<file path="config.mk">
export PLATFORM = sky130hd
export DESIGN_NAME = param_fetch_ctrl_flat
export DESIGN_NICKNAME = d
export VERILOG_FILES = /design/src/rtl/param_fetch_ctrl_pkg.sv /design/src/rtl/sp_ram_intf.sv /design/src/rtl/param_fetch_ctrl.sv /design/src/flat_wrapper.sv
export SDC_FILE = /design/constraint.sdc
export NUM_CORES = 1
export LEC_CHECK = 0
export ABC_CLOCK_PERIOD_IN_PS = 11300
export BUFFER_PORTS_ARGS = -buffer_cell sky130_fd_sc_hd__clkbuf_2
export CORE_UTILIZATION = 31
export DETAILED_ROUTE_END_ITERATION = 7
export PLACE_DENSITY = 0.68
export SLEW_MARGIN = 40
export SYNTH_ARGS = -nofsm -noshare
export SYNTH_HDL_FRONTEND = slang
export SYNTH_SLANG_ARGS = --single-unit
</file>
<file path="constraint.sdc">
create_clock -name clk -period 11.3 [get_ports clk]
set_input_delay 0.565 -clock clk [delete_from_list [all_inputs] [get_ports clk]]
set_output_delay 0.565 -clock clk [all_outputs]
set_load 0.03 [all_outputs]
</file>
<file path="src/rtl/param_fetch_ctrl_pkg.sv">
// Shared definitions for the parameter fetch controller: FSM state encoding
// and default geometry of the parameter SRAM.
package param_fetch_ctrl_pkg;

  localparam int DEF_WORDS  = 5;
  localparam int DEF_ADDR_W = 3;
  localparam int DEF_DATA_W = 32;

  typedef enum logic [1:0] {
    IDLE,
    READ,
    DRAIN,
    DONE
  } fetch_state_e;

endpackage

</file>
<file path="src/rtl/sp_ram_intf.sv">
// Single-port SRAM bus: cs/oe strobes, active-low write request, and
// read data returned one cycle after the address.
interface sp_ram_intf
  import param_fetch_ctrl_pkg::*;
#(
  parameter int ADDR_W = DEF_ADDR_W,
  parameter int DATA_W = DEF_DATA_W
);
  logic              cs;
  logic              oe;
  logic              W_req;
  logic [ADDR_W-1:0] addr;
  logic [DATA_W-1:0] W_data;
  logic [DATA_W-1:0] R_data;

  modport initiator (output cs, oe, addr, W_req, W_data, input R_data);
  modport target    (input cs, oe, addr, W_req, W_data, output R_data);
endinterface

</file>
<file path="src/rtl/param_fetch_ctrl.sv">
// Parameter fetch controller: lets a host preload parameter words into the
// SRAM, and on start streams all WORDS words back into parallel registers.
module param_fetch_ctrl
  import param_fetch_ctrl_pkg::*;
#(
  parameter int WORDS  = DEF_WORDS,
  parameter int ADDR_W = DEF_ADDR_W,
  parameter int DATA_W = DEF_DATA_W
) (
  input  logic                          clk,
  input  logic                          rst,
  input  logic                          start,
  input  logic                          load_valid,
  output logic                          load_ready,
  input  logic [ADDR_W-1:0]             load_addr,
  input  logic [DATA_W-1:0]             load_data,
  sp_ram_intf.initiator                 mem,
  output logic [WORDS-1:0][DATA_W-1:0]  params,
  output logic                          params_valid,
  output logic                          busy,
  output logic                          done,
  output logic                          addr_err
);

  // Counter must reach WORDS (not just WORDS-1) so DRAIN can name the last word.
  localparam int CNT_W = $clog2(WORDS + 1);

  fetch_state_e      state_q, state_d;
  logic [CNT_W-1:0]  cnt_q;
  logic              load_in_range;
  logic              load_acc;
  logic              cs_d, oe_d, wreq_d;
  logic [ADDR_W-1:0] addr_d;
  logic [DATA_W-1:0] wdata_d;

  assign load_in_range = ({1'b0, load_addr} < (ADDR_W + 1)'(WORDS));
  assign load_acc      = load_valid & load_ready;

  assign mem.cs     = cs_d;
  assign mem.oe     = oe_d;
  assign mem.W_req  = wreq_d;
  assign mem.addr   = addr_d;
  assign mem.W_data = wdata_d;

  // State register and read address counter.
  always_ff @(posedge clk or posedge rst) begin
    if (rst) begin
      state_q <= IDLE;
      cnt_q   <= '0;
    end else begin
      state_q <= state_d;
      if (state_q == IDLE)
        cnt_q <= '0;
      else if (state_q == READ)
        cnt_q <= cnt_q + 1'b1;
    end
  end

  // Next state, SRAM bus drive and status decode.
  always_comb begin
    state_d    = state_q;
    cs_d       = 1'b0;
    oe_d       = 1'b0;
    wreq_d     = 1'b1;
    addr_d     = '0;
    wdata_d    = '0;
    load_ready = 1'b0;
    busy       = 1'b0;
    done       = 1'b0;
    unique case (state_q)
      IDLE: begin
        load_ready = ~start;
        if (start) begin
          state_d = READ;
        end else if (load_valid && load_in_range) begin
          cs_d    = 1'b1;
          wreq_d  = 1'b0;
          addr_d  = load_addr;
          wdata_d = load_data;
        end
      end
      READ: begin
        busy   = 1'b1;
        cs_d   = 1'b1;
        oe_d   = 1'b1;
        addr_d = ADDR_W'(cnt_q);
        if (cnt_q == CNT_W'(WORDS - 1))
          state_d = DRAIN;
      end
      DRAIN: begin
        busy    = 1'b1;
        oe_d    = 1'b1;
        state_d = DONE;
      end
      DONE: begin
        busy    = 1'b1;
        done    = 1'b1;
        state_d = IDLE;
      end
      default: state_d = IDLE;
    endcase
  end

  // Capture read data and maintain the valid / error flags.
  // Read data lags the address by one cycle, so while the counter holds k+1
  // the bus carries word k; DRAIN (counter==WORDS) catches the last one.
  always_ff @(posedge clk or posedge rst) begin
    if (rst) begin
      params       <= '0;
      params_valid <= 1'b0;
      addr_err     <= 1'b0;
    end else begin
      if (state_q == READ || state_q == DRAIN) begin
        for (int unsigned k = 0; k < WORDS; k++) begin
          if (cnt_q == CNT_W'(k + 1))
            params[k] <= mem.R_data;
        end
      end
      if (state_q == DRAIN)
        params_valid <= 1'b1;
      else if (load_acc && load_in_range)
        params_valid <= 1'b0;
      if (load_acc && !load_in_range)
        addr_err <= 1'b1;
    end
  end

endmodule

</file>
<file path="src/flat_wrapper.sv">
// flat-port wrapper written by rule: the top's interface ports become plain ports
module param_fetch_ctrl_flat import param_fetch_ctrl_pkg::*;
#(
  parameter int WORDS  = DEF_WORDS,
  parameter int ADDR_W = DEF_ADDR_W,
  parameter int DATA_W = DEF_DATA_W
)
  (clk, rst, start, load_valid, load_ready, load_addr, load_data, params, params_valid, busy, done, addr_err, mem_cs, mem_oe, mem_addr, mem_W_req, mem_W_data, mem_R_data);
  sp_ram_intf #(.ADDR_W(ADDR_W), .DATA_W(DATA_W)) mem_i ();
  input  logic clk;
  input  logic rst;
  input  logic start;
  input  logic load_valid;
  output logic load_ready;
  input  logic [ADDR_W-1:0] load_addr;
  input  logic [DATA_W-1:0] load_data;
  output logic [WORDS-1:0][DATA_W-1:0] params;
  output logic params_valid;
  output logic busy;
  output logic done;
  output logic addr_err;
  output wire logic [$bits(mem_i.cs)-1:0] mem_cs;
  output wire logic [$bits(mem_i.oe)-1:0] mem_oe;
  output wire logic [$bits(mem_i.addr)-1:0] mem_addr;
  output wire logic [$bits(mem_i.W_req)-1:0] mem_W_req;
  output wire logic [$bits(mem_i.W_data)-1:0] mem_W_data;
  input wire logic [$bits(mem_i.R_data)-1:0] mem_R_data;
  assign mem_cs = mem_i.cs;
  assign mem_oe = mem_i.oe;
  assign mem_addr = mem_i.addr;
  assign mem_W_req = mem_i.W_req;
  assign mem_W_data = mem_i.W_data;
  assign mem_i.R_data = mem_R_data;
  param_fetch_ctrl #(.WORDS(WORDS), .ADDR_W(ADDR_W), .DATA_W(DATA_W)) u_core (.clk(clk), .rst(rst), .start(start), .load_valid(load_valid), .load_ready(load_ready), .load_addr(load_addr), .load_data(load_data), .mem(mem_i), .params(params), .params_valid(params_valid), .busy(busy), .done(done), .addr_err(addr_err));
endmodule
</file>
Yosys cells after proc, flatten, opt, wreduce, memory -nomap -nowiden:

Cells that the tools add are included.

* output and inout port bits: 203
* input bits: 71
* bits in writable memories: 0
* memories: 0
* register bits: 167
* bits in read-only memories: 0
* logic and storage cells: 62
* latch bits: 0

* reduce and logical (&&, ||, !) cells: 16
* divide/modulo/power cells: 0
* add/subtract/negate cells: 1
* equal/unequal tests: 10
* multiplexer cells: 23
* shift-type cells: 0
* magnitude comparators: 1
* multiply operators: 0
* bitwise operators: 2

Operator list (number)
* 2-to-1 mux 32 bit: 3
* 2-to-1 mux 3 bit: 4
* AND reduction 2 bit: 6
* 2-to-1 mux 1 bit: 11
* one-hot mux 2 bit (4 select lines): 1
* equality test 3 x 2 -> 1 bit, second input constant: 2
* equality test 3 bit, second input constant: 2
* one-hot mux 3 bit (2 select lines): 1
* equality test 2 bit, second input constant: 2
* 2-to-1 mux 2 bit: 2
* nonzero test 2 bit: 2
* adder 3 x 1 -> 3 bit, second input constant: 1
* equality test 3 x 1 -> 1 bit, second input constant: 1
* logical AND 1 bit: 3
* < comparator 3 bit, second input constant: 1
* OR reduction 3 bit: 1
* equality test 2 x 1 -> 1 bit, second input constant: 1
* logical NOT 2 bit: 1
* inequality test 2 x 1 -> 1 bit, second input constant: 1
* inequality test 2 bit, second input constant: 1
* one-hot mux 1 bit (2 select lines): 1
* OR reduction 2 bit: 1
* AND 1 bit: 1
* logical NOT 1 bit: 1
* 2 further kinds: 2

Depth between registers and ports, before layout:

* word-level depth: 6
* mapped depth: 6
* gate-level depth less buffers: 6

Least setup slack after synthesis:

Ideal clock, no wire load.

* kind: flip-flop to output port
* start point: register u_core.state_q[0]
* end point: output port mem_W_data[10]
* stages on the path, launching flop included: 7
* arrival time: 1.643 ns
* path slack: 9.092 ns
* buffers on the path: 1
* data required time: 10.735 ns
* cells stage by stage: dfrtp_1 inv_1 ha_1 nand3b_1 and2b_1 clkbuf_1 and2_1

* word-level cells in the longest chain between the ends: 2

RTL lines
* start, declared: RTL line param_fetch_ctrl.sv:28 `fetch_state_e state_q, state_d;`
* start signal, assigned: RTL line param_fetch_ctrl.sv:51 `state_q <= state_d;`
* logical NOT 2 bit: RTL line param_fetch_ctrl.sv:70 `unique case (state_q)`
* 2-to-1 mux 32 bit: RTL line param_fetch_ctrl.sv:70
* end, declared: RTL line flat_wrapper.sv:26 `output wire logic [$bits(mem_i.W_data)-1:0] mem_W_data;`

Every way passes these cells.

Final worst setup path:

* start point: register u_core.state_q[0]
* end point: output port mem_cs

* word-level cells in the longest chain between the ends: 2
* elaborated cells on any way between the ends: 3
* those cells by class: eq/ne: 1; mux: 1; reduce/logical: 1

RTL lines
* equality test 2 x 1 -> 1 bit / logical NOT 2 bit (equally long branches): RTL line param_fetch_ctrl.sv:70
* one-hot mux 1 bit (2 select lines) (*): RTL line param_fetch_ctrl.sv:70
* end, declared: RTL line flat_wrapper.sv:22 `output wire logic [$bits(mem_i.cs)-1:0] mem_cs;`

Every way passes the cells marked *; elsewhere a longest branch is shown, timed or not.

==> flow_summary.yaml <==
cts:
  cts_sinks: 167
  cts_resized: 0
  cts_buffer_depth: 2
  cts_setup_buffers: 0
  cts_made_buffers: 17
  ctsHoldBuffers: 0
  cts_tree: "yes"
  clk_latency_ns: 0.42
  clkTransAtPathRegs_ns: 0.08
  htreeDepth: 4
  cts_root_buf: "clkbuf_16"
critical_path:
  critPathArrivalTime_ns: 2.61
  path_cells: "inv_1 -> ha_1 -> nand3b_1 -> and2b_1 -> inv_1 -> nand2b_1 -> clkbuf_2"
  endpoint_kind: "primary output"
  cpMostUsedCell: "inv_1"
  crit_slowest_cell: "and2b_1"
  startpoint_type: "flip-flop"
  path_class: "flip-flop to primary output"
  cpPeakStageDelay_ns: 0.72
  critPathRequiredTime_ns: 10.74
  cp_max_fo: 33
final_layout:
  fill_cells: 1963
  drive_gt1_share_pct: 66.5
  multiInputGateArea_um2: 2360
  seq_area_um2: 4180
  syn_to_final_growth_pct: 34.8
  final_util_pct: 42.5
  layout.cells.non_filler: 989
  fin_nets: 782
  final_common_cell: "clkbuf_2"
  design_area_um2: 8940
  final_cell_mix: "clkbuf_2, dfrtp_1, mux2_2, and2_1, clkbuf_16"
  num_antenna_cells: 0
floorplan:
  fp.coreArea_um2: 21000
  fp.dieW_um: 148
  num_rows: 53
  die_y_um: 148
  start_util_pct: 31.6
  die_area_um2: 22000
  ios: 274
placement:
  pre_cts_slack_ns: 8.52
  dp.cells: 957
  place.gp.congestion: 0.730
  placed_area_um2: 8330
  post-dp-hpwl_um: 11000
  port_buffers: 273
status:
  status: "finished clean"
grt:
  grt_pass1_wl_um: 24700
  grt_start_max_net_pins: 78
  gr-total-overflow: 0
  grtUsageTotal_pct: 14.7
  antenna_found_initial: 0
  grt_pass1_vias: 4456
synth:
  ys_warn_count: 0
  synth_cells: 426
  syn_area_per_cell_um2: 15.6
  synth_seq_area_share_pct: 63.0
  synth_cell_types: 25
  synth_nets: 507
  synth_seq_cells: 167
  synth_top_area_cell: "dfrtp_1"
  synth_area_leaders: "dfrtp_1, mux2_2, and2_1"
  synth_top_area_share_pct: 63.0
  synth_area_um2: 6630
routing:
  via_per_inst: 4.52
  vias: 4471
  drt-pass1-iter-count: 4
  drt_iter0_markers: 60
  drc_errors: 0
  detail-route-antenna-nets: 0
  wl_per_cell_um: 16.0
  finalWirelength_um: 15900
timing:
  skew_ns: 0.0125
  worst_slack_ns: 8.12
  worst_pin_slew_ns: 0.754
  finalHoldViolCount: 0
  period_share_pct: 28.1
  slew_viol_final: 0
  relSlewSlack_pct: 49.8
  setup_viol: 0
  fmax_mhz: 315
  final.setup.tns_ns: 0
  rsz0062_at_grt: "no"
  min_period_ns: 3.18
power:
  peakVddDrop_uv: 160
  p_leak_nw: 4.39
  p_per_area_nw_per_um2: 362
hold_path:
  hold_path.class: "primary input to async pin"
flow_run:
  cap_violations: 0
-- worst max-delay path: cells and delay by family, from the launching register on --
family | cells | cell delay (ns)
fa+ha+maj | 1 | 0.28
buf+inv | 3 | 0.51
flops | 1 | 0.40
simple gates | 3 | 1.00
-- path summary, 6_finish.rpt --
kind / startpoint / endpoint / slack (ns) / cells past startpoint
setup / recovery: u_core.state_q[0] / mem_cs / 8.12 / 7
hold / removal: rst / u_core.params[139] / 0.11 / 2
setup reg to reg: u_core.state_q[0] / u_core.params[7] / 9.04 / 5
hold reg to reg: u_core.params_valid / u_core.params_valid / 0.48 / 1
max in group asynchronous: rst / u_core.params[7] / 10.19 / 3
min in group clk: mem_R_data[27] / u_core.params[91] / 0.43 / 2
-- logic make-up after synthesis --
family / count (synthesis) / share of synthesized area (%)
flops: 167 / 63.0
mux: 163 / 27.6
simple gates: 50 / 4.38
buf+inv: 27 / 2.09
fa+ha+maj: 10 / 1.89
compound gates: 8 / 0.868
xor+xnor: 1 / 0.132
-- layout make-up --
class / count / share of cell area [%]
sequential: 167 / 46.8
multi-input combinational: 232 / 26.4
timing repair buffer: 275 / 15.7
clock buffer: 17 / 4.76
tap: 275 / 3.85
clock inverter: 15 / 2.10
inverter: 8 / 0.392
-- power by group --
| part | leakage, nW | switching (W) | internal, W |
|---|---|---|---|
| logic | 2.16 | 0.00103 | 0.000550 |
| registers | 1.95 | 0.000158 | 0.000909 |
| clock network | 0.291 | 0.000270 | 0.000318 |
-- state kept, by name, summed over array words and instances, names as in the netlist --
| name | cells |
|---|---|
| u_core.state_q | 2 |
| u_core.params_valid | 1 |
| u_core.cnt_q | 3 |
| u_core.addr_err | 1 |
| u_core.params | 160 |
-- routing by layer --
metal	share of wire, %	global-route usage, %	routed length (um)	up-vias
met5	0	0	0	-
met4	0.96	3.92	153	0
met3	6.1	4.60	964	14
met2	50	25.6	7960	160
met1	43	17.6	6770	2268
li1	-	-	-	2029
-- synthesized netlist by cell type --
cell type	number
dfrtp_1	167
mux2_2	161
and2_1	32
buf_2	12
ha_1	10
inv_1	8
nand2_1	5
nor2_1	5
clkbuf_1	4
buf_6	3
a21o_1	2
a22o_1	2
mux2i_1	2
nand3_1	2
a211oi_1	1
a21oi_1	1
and2b_1	1
nand2b_1	1
nand3b_1	1
nor2b_1	1
nor2b_2	1
nor4_1	1
o21ai_0	1
o21bai_1	1
xnor2_1	1
-- stage by stage --
stage                     power (W)  hold WS (ns)
after CTS                   0.00328         0.104
after global placement      0.00264         0.458
after global routing        0.00341         0.112
after floorplan             0.00218         0.534
after detailed placement    0.00268         0.469
final                       0.00324         0.108
Note: power is estimated with default switching activity, not from simulation.
